$ cat src/rtl/alu_driver.sv
// Sequencer between a request/response handshake and a tri-state ALU: drives
// operands, holds output enable for SETTLE cycles, captures the result.
//
// state   | meaning
// --------+--------------------------------------------------------------
// S_IDLE  | ready for a request; ALU output disabled
// S_DRIVE | operands on the ALU, alu_oe high, settle counter running
// S_RESP  | captured result presented until the consumer takes it
module alu_driver #(
  parameter int unsigned SETTLE = 1
) (
  input  logic        clk,
  input  logic        rst_n,
  input  logic        req_valid,
  output logic        req_ready,
  input  logic [7:0]  req_a,
  input  logic [7:0]  req_b,
  input  logic [3:0]  req_cmd,
  output logic [7:0]  alu_a,
  output logic [7:0]  alu_b,
  output logic [3:0]  alu_cmd,
  output logic        alu_oe,
  input  logic [15:0] alu_d,
  output logic        rsp_valid,
  input  logic        rsp_ready,
  output logic [15:0] rsp_data,
  output logic [3:0]  rsp_cmd,
  output logic        rsp_zero,
  output logic [15:0] op_count
);

  localparam logic [1:0] S_IDLE  = 2'd0;
  localparam logic [1:0] S_DRIVE = 2'd1;
  localparam logic [1:0] S_RESP  = 2'd2;

  localparam logic [3:0] CAPTURE = 4'(SETTLE - 1);

  logic [1:0] state;
  logic [3:0] settle_cnt;

  always_ff @(posedge clk) begin
    if (!rst_n) begin
      state      <= S_IDLE;
      settle_cnt <= '0;
      alu_a      <= '0;
      alu_b      <= '0;
      alu_cmd    <= '0;
      rsp_data   <= '0;
      rsp_cmd    <= '0;
      rsp_zero   <= 1'b1;
      op_count   <= '0;
    end else begin
      case (state)
        S_IDLE: begin
          if (req_valid) begin
            alu_a      <= req_a;
            alu_b      <= req_b;
            alu_cmd    <= req_cmd;
            settle_cnt <= '0;
            state      <= S_DRIVE;
          end
        end
        S_DRIVE: begin
          settle_cnt <= settle_cnt + 4'd1;
          // alu_d is only trusted here; it may float during the other cycles
          if (settle_cnt == CAPTURE) begin
            rsp_data <= alu_d;
            rsp_cmd  <= alu_cmd;
            rsp_zero <= (alu_d == 16'h0000);
            state    <= S_RESP;
          end
        end
        S_RESP: begin
          if (rsp_ready) begin
            op_count <= op_count + 16'd1;
            state    <= S_IDLE;
          end
        end
        default: state <= S_IDLE;
      endcase
    end
  end

  assign req_ready = (state == S_IDLE);
  assign alu_oe    = (state == S_DRIVE);
  assign rsp_valid = (state == S_RESP);

endmodule

$ cat config.mk
export PLATFORM = sky130hd
export DESIGN_NAME = alu_driver
export DESIGN_NICKNAME = d
export VERILOG_FILES = /design/src/rtl/alu_driver.sv
export SDC_FILE = /design/constraint.sdc
export NUM_CORES = 1
export LEC_CHECK = 0
export ABC_AREA = 1
export CAP_MARGIN = 20
export CORE_MARGIN = 5
export CORE_UTILIZATION = 44
export DETAILED_ROUTE_END_ITERATION = 7
export PLACE_DENSITY_LB_ADDON = 0.15
export SYNTH_ARGS = -nofsm -noshare
export SYNTH_HDL_FRONTEND = slang
export SYNTH_SLANG_ARGS = --single-unit
$ cat constraint.sdc
create_clock -name clk -period 1.7 [get_ports clk]
set_input_delay 0.34 -clock clk [delete_from_list [all_inputs] [get_ports clk]]
set_output_delay 0.34 -clock clk [all_outputs]
set_load 0.01 [all_outputs]
# == Yosys cells after proc, flatten, opt, wreduce, memory -nomap -nowiden ==
# Cells that the tools add are included.
# word_totals
ramBits,0
latchBits,0
register_bits,63
romBits,0
n_memories,0
output_inout_bits,60
wordCells,31
# op_classes
mul,0
add_sub_neg,2
shifts,0
n_bitwise,0
reduce_logical,9
n_mux,6
n_eq_ne,5
div,0
magnitude_cmp,0
# op_table
cell,count
$add 16x1->16 const B,1
$logic_not 16->1,1
$pmux 4 s2,1
$reduce_and 2->1,4
$mux 2,3
$pmux 2 s3,1
$add 4x1->4 const B,1
$logic_not 4->1,1
$mux 4,1
$ne 2x1->1 const B,2
$reduce_and 3->1,1
$eq 2x1->1 const B,1
$eq 2x2->1 const B,1
$logic_not 2->1,1
$ne 2x2->1 const B,1
$reduce_bool 2->1,1

# == Longest topological paths before layout ==
# Gate-level depths: netlist (run 1).
# depth
word_depth,3
ltp_mapped,8
ltp_nobuf,7

# == Worst setup path before layout (run 1) ==
# No wires, ideal clock.
# synth_timing
path_kind,reg-to-reg
startpoint,register op_count[0]
endpoint,register op_count[8]
setup_ns,0.116
arrival_time_ns,1.145
t_required_ns,1.584
synth_period_minus_slack_ns,1.260
path_stages_with_launch,7
setup_slack_ns,0.440
path_cell_list,dfxtp_1 > ha_1 > nand2_1 > nor2_4 > nand3_1 > o21ai_0 > nor2_1
# synth_between
elab_chain_cells,1
# synth_lines
item,line,source
start: declaration,29,output logic [15:0] op_count
start signal: assignment,75,op_count <= op_count + 16'd1;
$add 16x1->16,75,
# No other way between the ends.
# A chain may end at the register's enable or synchronous reset.

# == Worst setup path in the final report (run 1) ==
# layout_timing
startpoint,register op_count[6]
endpoint,output port op_count[6]
# No word-level cell between the ends.

==> flow_summary.json, run 1 <==
{
  "clk_pin_slew_ns": 0.07,
  "pwr-share-seq_pct": 45.8,
  "crit_family": "buffers and inverters",
  "p_comb_share_pct": 18.5,
  "ant_nets": 0,
  "status": "completed",
  "cp-start-kind": "flop",
  "dp_hpwl_um": 4830,
  "p_clk_share_pct": 35.6,
  "pre_cts_ws_ns": 0.0275,
  "irDropWorstVdd_mv": 0.584,
  "hold_buffers": 0,
  "clk_latency_ns": 0.33,
  "fin_worst_skew_ns": 0.00758,
  "synth_nets": 391,
  "rsz0062_at_grt": "no",
  "grt_pass1_wl_um": 10500,
  "routed_wl_um": 6480,
  "wl_per_cell_um": 12.2,
  "core-area_um2": 5850,
  "rows": 28,
  "grt_pass1_vias": 2400,
  "finalCritPeriodShare_pct": 96.4,
  "grt_remaining_overflow": 0,
  "final-setup-viol-count": 0,
  "clockBufferDepth": 2,
  "synth_ff_type": "dfxtp_1",
  "fin_tns_setup_ns": 0,
  "clock-sinks": 63,
  "max_stage_delay_ns": 0.57,
  "firstDrtPassIters": 4,
  "clockRootBuffer": "clkbuf_8",
  "ctsHtreeMaxLevel": 3,
  "hold_viol_final": 0,
  "grt_max_degree": 27,
  "crit_type": "flop to output port",
  "holdCritPathClass": "flop to flop",
  "syn_avg_cell_area_um2": 7.52,
  "netlist.area_leader.share_pct": 48.2,
  "via_count": 2550,
  "switching_share_pct": 26.1,
  "portBuffers": 99,
  "die_h_um": 87.1,
  "p_leak_uw": 0.00150,
  "drc": 0,
  "relSlewSlack_pct": 72.9,
  "power.internal_uw": 2660,
  "cts_tree": "built",
  "finalWorstSetupSlack_ns": 0.0619,
  "cts_made_buffers": 9,
  "cpMaxStageDelayCell": "clkdlybuf4s50_1",
  "drv_cap": 0,
  "crit_chain": "clkdlybuf4s50_1",
  "crit_buf_inv": 1,
  "synth.largest_area_cell": "dfxtp_1",
  "drive_gt1_share_pct": 11.6,
  "yosysUniqueCellTypes": 26,
  "crit_path_end_kind": "output port",
  "n_fill_cell": 535,
  "via_per_inst": 4.80,
  "die-area_um2": 7590,
  "ys_seq_area_share_pct": 48.2,
  "grtUsageTotal_pct": 17.5,
  "tightest_slew_ns": 0.406,
  "synth_area_um2": 2620,
  "antenna_found_initial": 0,
  "yosysWarnings": 0,
  "fmax_mhz": 610,
  "num_antenna_cells": 0,
  "chipWidth_um": 87.1,
  "ios": 100,
  "ys_top_cells_by_area": "dfxtp_1 (48%), nor2_1 (13%), o21ai_0 (8.8%)",
  "p_sw_uw": 939,
  "gp_congestion": 0.822,
  "ys_seq_elements": 63,
  "path_max_fanout": 5,
  "area_growth_pct": 48.2,
  "cts_resized": 5,
  "cp.arrival_ns": 1.30,
  "finalCriticalPeriod_ns": 1.64,
  "fin_nets": 494,
  "initial_utilization_pct": 44.7,
  "critPathRequiredTime_ns": 1.36,
  "pwr_density_cell_nw_per_um2": 927,
  "synth-edff-count": 0,
  "drtIter0Drc": 98,
  "synthCells": 348,
  "slew_violations": 0,
  "synth_async_sr_flop_share_pct": 0,
  "post_cts_buffers": 0
}
-- area by class of cell --
class,instances,area (µm²),share of cell area [%]
clock inverter,5,57.6,1.48
tap,75,93.8,2.42
clock buffer,11,141,3.64
multi-input combinational,244,1160,30.0
timing repair buffer,106,1050,27.1
sequential,63,1270,32.6
inverter,27,106,2.74
-- registers in the layout (all words and copies together), names as in the netlist --
name,count
settle_cnt,4
alu_b,8
rsp_cmd,4
rsp_zero,1
rsp_data,16
alu_a,8
alu_cmd,4
state,2
op_count,16
-- synth_stat cells (2+ instances only) --
cell type,n
buf_4,2
ha_1,3
nand4_1,5
inv_1,25
xor2_1,2
dfxtp_1,63
nor2_1,91
nand2_1,39
nor2_2,19
a21oi_1,16
clkbuf_1,8
buf_6,2
nor2_4,3
nor3_1,5
o21ai_0,46
nand3_1,9
-- cell families (layout without fill, tap and decap cells) --
group / count (synthesis) / in the layout / share of synthesized area, %
AO/OA/AOI/OAI: 64 / 64 / 12.4
buffers and inverters: 41 / 149 / 7.41
flip-flops: 63 / 63 / 48.2
adder cells (fa/ha/maj): 3 / 3 / 1.43
XOR/XNOR: 2 / 2 / 0.669
AND/OR/NAND/NOR: 175 / 175 / 29.9
-- power groups by stage --
stage / Sequential [µW] / Clock, µW / Combinational, µW
after floorplan: 1720 / 0 / 271
after global placement: 1680 / 0 / 672
after detailed placement: 1680 / 0 / 679
after CTS: 1650 / 1320 / 680
after global routing: 1660 / 1390 / 735
final: 1650 / 1280 / 667
-- per-stage QoR --
step                      instances  cell area [µm²]  util (%)  hold WS (ns)  power (µW)
final                           531             3880      66.3         0.478        3600
after global routing            531             3880      66.3         0.511        3790
after CTS                       531             3880      66.3         0.484        3650
after detailed placement        515             3680      62.9         0.465        2360
after global placement          515             3680      62.9         0.456        2350
after floorplan                 348             2620         -         0.457        2000
-- per-layer routing --
layer | up-vias | routed length (µm) | global-route usage [%]
met2 | 69 | 3100 | 29.5
met4 | 0 | 108 | 8.65
met1 | 1147 | 2690 | 19.0
met3 | 11 | 586 | 7.00
li1 | 1323 | - | -
met5 | - | 0 | 0
-- worst paths after layout --
path,start,slack (ns),endpoint,cells after the start
worst max register to register,settle_cnt[0],0.30,rsp_data[13],6
worst min register to register,rsp_zero,0.48,rsp_zero,2
worst min-delay path,rsp_zero,0.48,rsp_zero,2
worst max-delay path,op_count[6],0.06,op_count[6],1
-- placed cells by master (no fill, tap or decap), types with 2 or more instances in the layout --
| cell type | Yosys | layout |
|---|---|---|
| nor2_2 | 19 | 19 |
| dfxtp_1 | 63 | 59 |
| dfxtp_2 | 0 | 4 |
| clkinvlp_4 | 0 | 3 |
| nor2_1 | 91 | 91 |
| nand2_1 | 39 | 39 |
| clkdlybuf4s50_1 | 0 | 96 |
| nand3_1 | 9 | 9 |
| nor3_1 | 5 | 5 |
| xor2_1 | 2 | 2 |
| a21oi_1 | 16 | 16 |
| dlygate4sd2_1 | 0 | 3 |
| o21ai_0 | 46 | 46 |
| buf_4 | 2 | 6 |
| ha_1 | 3 | 3 |
| nand4_1 | 5 | 5 |
| clkbuf_8 | 0 | 10 |
| nor2_4 | 3 | 3 |
| inv_1 | 25 | 25 |
Note: power is estimated with default switching activity, not from simulation.
==> run 2: changes to the inputs <==
--- a/config.mk
+++ b/config.mk
@@ -8,8 +8,10 @@
 export ABC_AREA = 1
 export CAP_MARGIN = 20
 export CORE_MARGIN = 5
-export CORE_UTILIZATION = 44
+export CORE_UTILIZATION = 62
 export DETAILED_ROUTE_END_ITERATION = 7
+export DONT_BUFFER_PORTS = 1
+export HOLD_SLACK_MARGIN = 0.15
 export PLACE_DENSITY_LB_ADDON = 0.15
 export SYNTH_ARGS = -nofsm -noshare
 export SYNTH_HDL_FRONTEND = slang
==> run 2 against run 1 <==
Effect of this change: sequential share of layout area up 11 points; worst hold slack worse by 0.30 ns; via count down 15%; critical path type is now flop to flop; largest power group unchanged.
==> flow_summary.json, run 2 (synthesis gave the netlist of run 1 again) <==
{
  "cpMaxStageDelayCell": "dfxtp_1",
  "drtIter0Drc": 123,
  "grt_max_degree": 51,
  "post_cts_buffers": 0,
  "finalCritPeriodShare_pct": 84.9,
  "n_fill_cell": 334,
  "rows": 23,
  "p_leak_uw": 0.00115,
  "rsz0062_at_grt": "no",
  "fmax_mhz": 693,
  "num_antenna_cells": 0,
  "area_growth_pct": 9.66,
  "core-area_um2": 4060,
  "path_max_fanout": 7,
  "seqCellArea_um2": 1260,
  "fin_worst_skew_ns": 0.00560,
  "die-area_um2": 5620,
  "dp_hpwl_um": 3840,
  "firstDrtPassIters": 4,
  "clockBufferDepth": 2,
  "crit_path_end_kind": "flop",
  "crit_chain": "ha_1 -> nand2_1 -> nor2_4 -> nand3_1 -> o21ai_0 -> nor2_1",
  "status": "completed",
  "drc": 0,
  "grt_pass1_vias": 1973,
  "irDropWorstVdd_mv": 0.772,
  "relSlewSlack_pct": 74.3,
  "layout_common_cells": "nor2_1 (91), dfxtp_1 (63), o21ai_0 (46)",
  "fin_nets": 397,
  "antenna_found_initial": 0,
  "via_count": 2158,
  "final_area_um2": 2870,
  "critPathRequiredTime_ns": 1.93,
  "ctsHtreeMaxLevel": 3,
  "via_per_inst": 5.28,
  "reg_top3": "op_count: 16 flops, rsp_data: 16 flops",
  "grt_remaining_overflow": 0,
  "drv_cap": 0,
  "holdCritPathClass": "input port to flop",
  "cp.arrival_ns": 1.67,
  "wl_per_cell_um": 13.5,
  "clk_latency_ns": 0.33,
  "finalCriticalPeriod_ns": 1.44,
  "cp-start-kind": "flop",
  "clk_pin_slew_ns": 0.07,
  "routed_wl_um": 5530,
  "crit_type": "flop to flop",
  "ios": 100,
  "grtUsageTotal_pct": 21.0,
  "clockRootBuffer": "clkbuf_8",
  "final-setup-viol-count": 0,
  "tightest_slew_ns": 0.385,
  "postPlaceCellArea_um2": 2630,
  "fin_tns_setup_ns": 0,
  "die_h_um": 75.0,
  "clock-sinks": 63,
  "cts_resized": 0,
  "cts_tree": "built",
  "max_stage_delay_ns": 0.45,
  "cts_made_buffers": 9,
  "gp_congestion": 0.797,
  "pwr_density_cell_nw_per_um2": 1140,
  "chipWidth_um": 75.0,
  "slew_violations": 0,
  "hold_viol_final": 0,
  "grt_pass1_wl_um": 9020,
  "drive_gt1_share_pct": 13.1,
  "initial_utilization_pct": 64.5,
  "ant_nets": 0,
  "layout_commonest_cell": "nor2_1",
  "hold_buffers": 4,
  "portBuffers": 0,
  "multi_input_area_um2": 1160
}
-- run 2: cell count changes in the layout (fill, tap and decap cells not counted) --
cell / before / now
clkinvlp_4: 3 / 0
dfxtp_2: 4 / 0
buf_4: 6 / 5
clkdlybuf4s50_1: 96 / 0
clkinv_2: 1 / 3
dlygate4sd2_1: 3 / 0
clkbuf_1: 1 / 2
dfxtp_1: 59 / 63
dlygate4sd3_1: 0 / 3
-- run 2: worst max-delay path, delay by kind of cell, from the launching register on --
| kind | cells | cell delay [ns] |
|---|---|---|
| simple gates | 4 | 0.50 |
| fa+ha+maj | 1 | 0.21 |
| compound gates | 1 | 0.17 |
| flops | 1 | 0.45 |
-- run 2: where the power goes --
| group | internal, µW | switching [µW] | leakage [µW] |
|---|---|---|---|
| combinational | 121 | 188 | 0.000532 |
| sequential | 1580 | 131 | 0.000516 |
| clock | 711 | 537 | 0.000100 |
-- run 2: layer usage --
metal	track usage [%]	vias to the layer above	part of all wire, %
li1	-	1128	-
met1	26.6	936	42
met2	30.9	86	45
met3	8.28	8	11
met4	11.1	0	1.7
met5	0	-	0
-- run 2: area by class of cell --
type | instances | area share [%]
Sequential cell | 63 | 43.9
Multi-Input combinational cell | 244 | 40.5
Clock buffer | 12 | 5.06
Inverter | 27 | 3.71
Timing Repair Buffer | 9 | 3.05
Tap cell | 50 | 2.18
Clock inverter | 4 | 1.57
-- run 2: stage by stage --
| step | hold WS (ns) | cells | setup slack, ns | total power, µW | utilization, % |
|---|---|---|---|---|---|
| 2_1_floorplan | 0.457 | 348 | 0.440 | 2000 | - |
| 3_3_place_gp | 0.466 | 389 | 0.345 | 2030 | 64.8 |
| 3_5_place_dp | 0.470 | 389 | 0.309 | 2040 | 64.8 |
| 4_1_cts | 0.167 | 409 | 0.268 | 3310 | 70.7 |
| 5_1_grt | 0.176 | 409 | 0.142 | 3450 | 70.7 |
| 6_report | 0.179 | 409 | 0.257 | 3270 | 70.7 |
-- run 2: path summary, 6_finish.rpt --
check	startpoint	endpoint	slack, ns	cells after the start
worst max-delay path	op_count[0]	op_count[8]	0.26	6
worst min-delay path	req_a[6]	alu_a[6]	0.18	2
worst max register to register	op_count[0]	op_count[8]	0.26	6
worst min register to register	settle_cnt[3]	settle_cnt[3]	0.49	2
==> run 3: changes to the inputs <==
--- a/config.mk
+++ b/config.mk
@@ -8,7 +8,7 @@
 export ABC_AREA = 1
 export CAP_MARGIN = 20
 export CORE_MARGIN = 5
-export CORE_UTILIZATION = 62
+export CORE_UTILIZATION = 56
 export DETAILED_ROUTE_END_ITERATION = 7
 export DONT_BUFFER_PORTS = 1
 export HOLD_SLACK_MARGIN = 0.15
==> constraint.sdc (replaced) <==
create_clock -name clk -period 1.25 [get_ports clk]
set_input_delay 0.25 -clock clk [delete_from_list [all_inputs] [get_ports clk]]
set_output_delay 0.25 -clock clk [all_outputs]
set_load 0.01 [all_outputs]
==> run 3 against run 2 <==
Effect of this change: the run now ends with setup timing left; worst hold slack better by 0.011 ns; cell count grew 17%; count of clock-buffer cells in the layout fell by 2; final area is 27% higher; core utilization up 11 points; sequential cell count stayed put; via count rose by 18%; die area rose by 9.2%; highest routed layer unchanged.
==> flow_summary.json, run 3 (synthesis gave the netlist of run 1 again) <==
{
  "status": "finished, violations left",
  "violations": "setup timing",
  "holdCritPathClass": "input port to flop",
  "reg2regPathDepth": 6,
  "cts_made_buffers": 9,
  "max_stage_delay_ns": 0.37,
  "dp_hpwl_um": 4170,
  "r2r_start": "settle_cnt[0]",
  "routed_wl_um": 7050,
  "die_h_um": 78.4,
  "reg2reg_slack_ns": -0.02,
  "holdWs_ns": 0.190,
  "min_path_cells": 5,
  "gp_congestion": 0.842,
  "clock-sinks": 63,
  "reg_top3": "op_count: 16 flops, rsp_data: 16 flops",
  "antenna_found_initial": 0,
  "clockBufferDepth": 2,
  "switching_share_pct": 25.7,
  "initial_utilization_pct": 58.9,
  "cp_num_cells": 3,
  "finalCritPeriodShare_pct": 103,
  "p_leak_uw": 0.00151,
  "seqCellArea_um2": 1270,
  "fmax_mhz": 779,
  "ctsHtreeMaxLevel": 3,
  "wl_per_cell_um": 14.7,
  "layout_common_cells": "nor2_1 (87), dfxtp_1 (57), nand2_1 (38), o21ai_0 (38), dlygate4sd3_1 (37)",
  "finalWorstSetupSlack_ns": -0.0331,
  "p_sw_uw": 1310,
  "drc": 0,
  "pwr-share-seq_pct": 45.7,
  "multi_input_area_um2": 1230,
  "r2r-end": "rsp_data[13]",
  "p_comb_share_pct": 12.8,
  "rsz0062_at_grt": "yes",
  "crit_buf_inv": 2,
  "via_per_inst": 5.30,
  "clk_pin_slew_ns": 0.07,
  "power_uw": 5110,
  "hold_viol_final": 0,
  "via_count": 2543,
  "firstDrtPassIters": 4,
  "fin_util_pct": 82.2,
  "final-setup-viol-count": 2,
  "crit_chain": "inv_4 -> nor2_4 -> buf_6",
  "grtUsageTotal_pct": 22.9,
  "clk_latency_ns": 0.33,
  "cp-start-kind": "flop",
  "slew_violations": 0,
  "pwr_density_cell_nw_per_um2": 1400,
  "grt_pass1_wl_um": 11200,
  "drtIter0Drc": 216,
  "crit_family": "flip-flops",
  "rows": 24,
  "core-area_um2": 4440,
  "irDropWorstVdd_mv": 1.09,
  "hp-start": "alu_d[6]",
  "final_area_um2": 3650,
  "portBuffers": 0,
  "drive_gt1_share_pct": 22.9,
  "cts_tree": "built",
  "holdPathEnd": "rsp_zero",
  "layout_commonest_cell": "nor2_1",
  "ios": 100,
  "drv_cap": 0,
  "grt_pass1_vias": 2384,
  "finalCriticalPeriod_ns": 1.28,
  "area_growth_pct": 39.6,
  "num_antenna_cells": 0,
  "grt_remaining_overflow": 0,
  "tightest_slew_ns": 0.394,
  "grt_max_degree": 52,
  "fin_worst_skew_ns": 0.00838,
  "postPlaceCellArea_um2": 2880,
  "cp-startpoint": "state[0]",
  "crit_path_end_kind": "output port",
  "die-area_um2": 6140,
  "cpMaxStageDelayCell": "dfxtp_2",
  "cp.arrival_ns": 1.03,
  "power.internal_uw": 3800,
  "n_fill_cell": 271,
  "critPathRequiredTime_ns": 1.00,
  "fin_tns_setup_ns": -0.0547,
  "relSlewSlack_pct": 73.7,
  "chipWidth_um": 78.4,
  "crit_type": "flop to output port",
  "fin_nets": 466,
  "ant_nets": 0,
  "clockRootBuffer": "clkbuf_8",
  "path_max_fanout": 6,
  "p_clk_share_pct": 41.5
}
==> run 3: power by group through the flow <==
| stage | clock, µW | sequential (µW) | combinational (µW) |
|---|---|---|---|
| after global placement | 0 | 2380 | 450 |
| after global routing | 2270 | 2350 | 726 |
| after floorplan | 0 | 2350 | 369 |
| final | 2120 | 2340 | 652 |
| after CTS | 2140 | 2340 | 587 |
| after detailed placement | 0 | 2380 | 462 |
==> run 3: routing by layer <==
layer | track usage (%) | vias to the layer above | share of wire, %
met5 | 0 | - | 0
met4 | 8.39 | 0 | 1.6
met3 | 7.89 | 12 | 9.9
met2 | 39.0 | 120 | 49
met1 | 26.7 | 1142 | 40
li1 | - | 1269 | -
==> run 3: how the worst max path moves through the flow <==
| stage | end | slack (ns) |
|---|---|---|
| after global routing | rsp_data[13] | -0.09 |
| after global placement | rsp_cmd[3] | 0.03 |
| after floorplan | state[1] | 0.004 |
| final | alu_oe | -0.03 |
| after detailed placement | rsp_cmd[3] | -0.002 |
| after CTS | alu_oe | -0.0009 |
==> run 3: what timing repair did <==
action	CTS	global route
buffers inserted	0	7
hold buffers	38	0
pin swaps	2	10
setup endpoints to repair	9	53
hold endpoints to repair	54	0
resized for setup	4	31
==> run 3: tightest hold or removal path, delay by kind of cell <==
family,cells,cell delay (ns)
and+or+nand+nor,5,0.23
==> run 3: per-stage QoR <==
| stage | setup WS [ns] | cells |
|---|---|---|
| CTS | -0.000894 | 473 |
| floorplan | 0.00380 | 348 |
| detailed placement | -0.00177 | 419 |
| global route | -0.0873 | 480 |
| global placement | 0.0291 | 419 |
| finish | -0.0331 | 480 |
==> run 3: final cells by class <==
| class | instances | share of cell area, % |
|---|---|---|
| tap | 52 | 1.78 |
| timing repair buffer | 78 | 20.3 |
| inverter | 27 | 2.98 |
| sequential | 63 | 34.9 |
| clock inverter | 6 | 2.98 |
| clock buffer | 10 | 3.49 |
| multi-input combinational | 244 | 33.6 |
